File: src/rtl/vga_rect_filler.sv
// vga_rect_filler: fills a block rectangle of the VGA display region in dmem with one colour.
module vga_rect_filler #(
  parameter logic [11:0] BASE_ADDR  = 12'hC00,
  parameter int          H_BLOCKS   = 20,
  parameter int          V_BLOCKS   = 15,
  parameter bit          GATE_BLANK = 1'b1
) (
  input  logic        iVGA_CLK,
  input  logic        iRST_n,
  input  logic        cmd_valid,
  output logic        cmd_ready,
  input  logic [4:0]  cmd_x0,
  input  logic [3:0]  cmd_y0,
  input  logic [4:0]  cmd_x1,
  input  logic [3:0]  cmd_y1,
  input  logic [2:0]  cmd_color,
  input  logic        vis_active,
  output logic        wr_en,
  input  logic        wr_gnt,
  output logic [11:0] wr_addr,
  output logic [31:0] wr_data,
  output logic        busy,
  output logic        done,
  output logic        err
);
  typedef enum logic [1:0] {IDLE, CHECK, FILL, DONE} state_t;
  localparam logic [11:0] H12 = 12'(H_BLOCKS);
  localparam logic [4:0]  HB  = 5'(H_BLOCKS);
  localparam logic [4:0]  VB  = 5'(V_BLOCKS);
  state_t      state;
  logic [4:0]  x0, x1, x;
  logic [3:0]  y0, y1, y;
  logic [2:0]  color;
  logic [11:0] row_base, y_off;
  logic        reject, fire;
  // y0*H_BLOCKS as a sum of shifted copies of y0 over the constant's set bits
  always_comb begin
    y_off = '0;
    for (int i = 0; i < 12; i++) y_off = H12[i] ? y_off + (12'(y0) << i) : y_off;
  end
  assign reject    = (x0 > x1) || (y0 > y1) || (x1 >= HB) || ({1'b0, y1} >= VB);
  assign cmd_ready = state == IDLE;
  assign busy      = state != IDLE;
  assign done      = state == DONE;
  assign err       = (state == CHECK) && reject;
  assign wr_en     = (state == FILL) && !(GATE_BLANK && vis_active);
  assign fire      = wr_en && wr_gnt;
  always_ff @(posedge iVGA_CLK or negedge iRST_n) begin
    if (!iRST_n) begin
      state    <= IDLE;
      wr_addr  <= BASE_ADDR;
      wr_data  <= '0;
      row_base <= BASE_ADDR;
      x0       <= '0;
      x1       <= '0;
      x        <= '0;
      y0       <= '0;
      y1       <= '0;
      y        <= '0;
      color    <= '0;
    end else begin
      case (state)
        IDLE: if (cmd_valid) begin
          x0    <= cmd_x0;
          y0    <= cmd_y0;
          x1    <= cmd_x1;
          y1    <= cmd_y1;
          color <= cmd_color;
          state <= CHECK;
        end
        CHECK: if (reject) state <= IDLE;
        else begin
          x        <= x0;
          y        <= y0;
          row_base <= BASE_ADDR + y_off;
          wr_addr  <= BASE_ADDR + y_off + 12'(x0);
          wr_data  <= {29'b0, color};
          state    <= FILL;
        end
        FILL: if (fire) begin
          if (x < x1) begin
            x       <= x + 5'd1;
            wr_addr <= wr_addr + 12'd1;
          end else if (y < y1) begin
            x        <= x0;
            y        <= y + 4'd1;
            row_base <= row_base + H12;
            wr_addr  <= row_base + H12 + 12'(x0);
          end else state <= DONE;
        end
        DONE: state <= IDLE;
        default: state <= IDLE;
      endcase
    end
  end
endmodule

File: config.mk
export PLATFORM = sky130hd
export DESIGN_NAME = vga_rect_filler
export DESIGN_NICKNAME = d
export VERILOG_FILES = /design/src/rtl/vga_rect_filler.sv
export SDC_FILE = /design/constraint.sdc
export NUM_CORES = 1
export LEC_CHECK = 0
export ABC_AREA = 1
export BUFFER_PORTS_ARGS = -buffer_cell sky130_fd_sc_hd__buf_2
export CAP_MARGIN = 20
export CORE_MARGIN = 2
export CORE_UTILIZATION = 40
export DETAILED_ROUTE_END_ITERATION = 8
export PLACE_DENSITY = 0.66
export SYNTH_ARGS = -nofsm -noshare
export SYNTH_HDL_FRONTEND = slang
export SYNTH_SLANG_ARGS = --single-unit
File: constraint.sdc
create_clock -name iVGA_CLK -period 1.8 [get_ports iVGA_CLK]
set_input_delay 0.54 -clock iVGA_CLK [delete_from_list [all_inputs] [get_ports iVGA_CLK]]
set_output_delay 0.54 -clock iVGA_CLK [all_outputs]
set_load 0.05 [all_outputs]
======== Yosys cells after proc, flatten, opt, wreduce, memory -nomap -nowiden ========
Cells that the tools add are included.
cells by class
  reductions and logical operators ........ 15
  bitwise logic cells ..................... 1
  equal/unequal tests ..................... 10
  order comparisons ....................... 6
  multiplexer cells ....................... 26
  add/sub/neg operators ................... 8
operators by type and width
  cell                      number
  $mux W12                  8
  $pmux W12 S2              2
  $add A12 B5 Y12           2
  $mux W5                   4
  $mux W4                   4
  $add A11 B10 Y12 const A  1
  $add A12 B1 Y12 const B   1
  $add A12 B5 Y12 const B   1
  $mux W2                   5
  $ne A2 B2 Y1 const B      5
  $pmux W5 S2               1
  $add A6 B8 Y9             1
  $pmux W2 S4               1
  $pmux W4 S2               1
  $reduce_and A4 Y1         2
  $add A5 B1 Y5 const B     1
  $ge A5 B5 Y1 const B      1
  $gt A5 B5 Y1              1
  $lt A5 B5 Y1              1
  $reduce_and A5 Y1         1
  $add A4 B1 Y4 const B     1
  $eq A2 B2 Y1 const B      2
  $ge A4 B4 Y1 const B      1
  $gt A4 B4 Y1              1
  11 further kinds          17
word-level totals
  bits in registers ....................... 59
  logic and storage cells ................. 77
  input port bits ......................... 26

======== Logic depth before layout (Yosys ltp) ========
  depth in word-level cells ............... 6
  mapped depth ............................ 15

======== Least setup slack after synthesis ========
OpenSTA, ideal clock, no wires.
  kind .................................... register to output
  start point ............................. register x0[2]
  end point ............................... output err
  stages on the path, launching flop included .. 10
  path slack .............................. -0.285 ns
  arrival ................................. 1.545 ns
  buffers on the path ..................... 0
  path through ............................ dfrtp_1 -> ha_1 -> nand2_1 -> nor2_1 -> nand2_1 -> nand3_1 -> nand2_1 -> nand3_1 -> nand2_2 -> inv_1
between the ends
  longest elaborated chain between the ends .. 5
RTL lines
  what                             line  RTL
  start, declared                  31    logic [4:0] x0, x1, x;
  start signal, assigned           64    x0 <= cmd_x0;
  $gt A5 B5 Y1                     41    assign reject = (x0 > x1) || (y0 > y1) || (x1 >= HB) || ({1'b0, y1} >= VB);
  $logic_or A1 B1 Y1 (3 in a row)  41
  $logic_and A1 B1 Y1              45    assign err = (state == CHECK) && reject;
  end, declared                    24    output logic err
Every way passes these cells.

======== Final worst setup path ========
Ends and elaborated chain as after synthesis.

==> results.py <==
metrics = {
    "clock_network": {
        "root_buffer": "clkbuf_8",
        "cts_tree": "built",
        "insertion_delay_ns": 0.36,
        "cts_buffers": 9,
        "cts.sinks": 57,
        "path_clk_slew_ns": 0.08,
        "hold_buffers": 0,
        "h-tree-depth": 3,
        "cts_buffer_depth": 2,
    },
    "floorplan": {
        "fp.dieH_um": 109.3,
        "dieArea_um2": 11950,
        "core_um2": 10840,
        "initial_utilization": 0.4093,
        "ioPinCount": 75,
        "die_x_um": 109.3,
        "row_count": 38,
    },
    "min_path": {
        "min_path_type": "input port to async pin",
    },
    "route": {
        "first_pass_iters": 4,
        "drt_iter0_drc": 176,
        "avgViaCountPerCell": 4.935,
        "wire_per_inst_um": 13.53,
        "drc": 0,
        "vias": 4279,
        "drt_wl_total_um": 11730,
        "ant_nets": 0,
    },
    "yosys": {
        "synth_warnings": 0,
        "synthesis.instances": 587,
        "synth_xor_area_frac": 0.03187,
        "ys_ff_latch": 57,
        "synth_top_family_by_area": "simple AND/OR/NAND/NOR gates",
        "synth_compound_area_frac": 0.1331,
        "async_reset_ff_frac": 1.000,
        "synth_edf_count": 0,
        "muxShareOfSynthArea": 0.01241,
        "synth-adder-area-share": 0.1021,
        "syn_avg_cell_area_um2": 7.558,
        "synth-main-ff-cell": "dfrtp_1",
        "synth.cell_area_um2": 4437,
        "synthSimpleGateAreaFrac": 0.2625,
        "yosysSeqAreaShare": 0.3226,
        "yosys.cell_types.count": 46,
    },
    "global_route": {
        "grt_pass1_vias": 4159,
        "grt_use_total": 0.2026,
        "grt-ovfl-total": 0,
        "grt_max_degree": 58,
        "grt_pass1_wl_um": 19040,
        "antenna_found_initial": 0,
    },
    "placement": {
        "place_congestion": 0.8446,
        "dp_hpwl_um": 7960,
        "io_buffer_count": 45,
        "dpl_cell_area_um2": 5256,
        "pre_cts_ws_ns": -0.2976,
    },
    "critical_path": {
        "worst-endpoint-arrival_ns": 1.84,
        "path_cells": "ha_4 > nand2_4 > nor2_4 > nand2_2 > nand2_2 > nand3_4 > nand2_4 > clkinvlp_4 > buf_8",
        "rr_worst_depth": 16,
        "cpPeakStageDelay_ns": 0.41,
        "critical_path_required_ns": 1.26,
        "startpoint_type": "register",
        "crit_fanout": 2,
        "critPathCaptureType": "output pin",
        "cp_slowest_cell": "dfrtp_1",
        "crit_type": "register to output pin",
    },
    "run_status": {
        "violations": "negative setup slack",
        "status": "complete, but fails checks",
    },
    "timing": {
        "period_share": 1.322,
        "rsz0062_at_grt": "true",
        "final_hold_viol_count": 0,
        "final-max-slew-violation-count": 0,
        "period_minus_slack_ns": 2.380,
        "finalHoldWorstSlack_ns": 0.1579,
        "skew_ns": 0.01040,
        "clock.fmax_ghz": 0.4202,
        "timing.final.ws_setup_ns": -0.5800,
        "setup_violations": 37,
    },
    "finish": {
        "drive_gt1_frac": 0.4182,
        "final_cell_mix": "nand2_1 (105), buf_4 (68), inv_1 (50), dfrtp_1 (50), nor2_1 (44)",
        "area_growth_pct": 41.15,
        "fin_area_um2": 6262,
        "final_nets": 783,
        "diodes": 0,
        "layout_commonest_cell": "nand2_1",
    },
    "job": {
        "maxCapViolations": 0,
    },
}
-- state kept, by name, indices dropped and copies added (netlist names) --
signal and flops:
x0 5, y0 4, row_base 10, x1 5, y 4, wr_data 3, y1 4, x 5
wr_addr 12, state 2, color 3
-- worst max-delay path: cells and delay by family, from the launching register on --
family	cells	cell delay (ns)
and+or+nand+nor	6	0.55
DFF	1	0.41
adders and majority gates	1	0.30
buffers and inverters	2	0.23
-- logic make-up (layout without fill, tap and decap cells) --
group,after synthesis,in the layout
and+or+nand+nor,256,256
xor gates and xnor gates,14,14
DFF,57,57
buffers and inverters,119,230
muxes,5,5
AOI/OAI and AO/OA,100,100
other,1,30
adders and majority gates,35,35
-- cell usage after synthesis (6+ instances only) --
master | count | area [µm²]
nand4_1 | 11 | 68.82
dfrtp_1 | 53 | 1326
ha_1 | 33 | 412.9
nor2_1 | 52 | 195.2
o21ai_2 | 13 | 113.9
xor2_1 | 8 | 70.07
nand2_1 | 133 | 499.2
a21oi_1 | 34 | 170.2
buf_4 | 30 | 225.2
nand3_1 | 33 | 165.2
clkbuf_1 | 6 | 22.52
o21ai_0 | 35 | 175.2
inv_1 | 69 | 259.0
nand2_2 | 8 | 50.05
-- final cells by class --
type	count	area (µm²)
fill	939	4578
clock inverter	7	55.05
timing repair buffer	139	1167
clock buffer	9	123.9
multi-input combinational	440	2995
inverter	74	299.0
sequential	57	1435
tap	140	175.2
timing repair inverter	1	11.26
-- final timing paths --
check	slack [ns]	end	from
max	-0.58	err	x0[2]$_DFFE_PN0P_
min	0.16	x1[0]$_DFFE_PN0P_	iRST_n
max reg2reg	-0.51	y[3]$_DFFE_PN0P_	x0[2]$_DFFE_PN0P_
min reg2reg	0.48	row_base[11]$_DFFE_PN1P_	row_base[11]$_DFFE_PN1P_
max in group asynchronous	1.28	wr_addr[10]$_DFFE_PN1P_	iRST_n
min in group iVGA_CLK	0.41	x1[0]$_DFFE_PN0P_	cmd_x1[0]
-- per-stage QoR --
step           utilization  std cells  TNS [ns]
5_1_grt             0.5777        867    -17.75
2_1_floorplan            -        616    -1.186
3_3_place_gp        0.4849        823    -4.488
6_report            0.5777        867    -14.57
3_5_place_dp        0.4849        823    -5.869
4_1_cts             0.5396        854    -5.937
-- per-layer routing --
metal	global-route usage	up-vias	share of wire
met2	0.3580	107	0.52
li1	-	2121	-
met1	0.2490	2032	0.42
met4	0.07324	0	0.018
met3	0.03142	19	0.043
met5	0	-	0
-- repair_timing --
action                     in CTS  in global routing
setup endpoints to repair      40                 41
pin swaps                      29                 31
buffers inserted               12                 15
gates cloned                    3                  0
resized for setup              77                 80
Power is left out: the tool's default activity adds up to more than one toggle a clock period on the data nets, which glitch-free logic cannot reach.
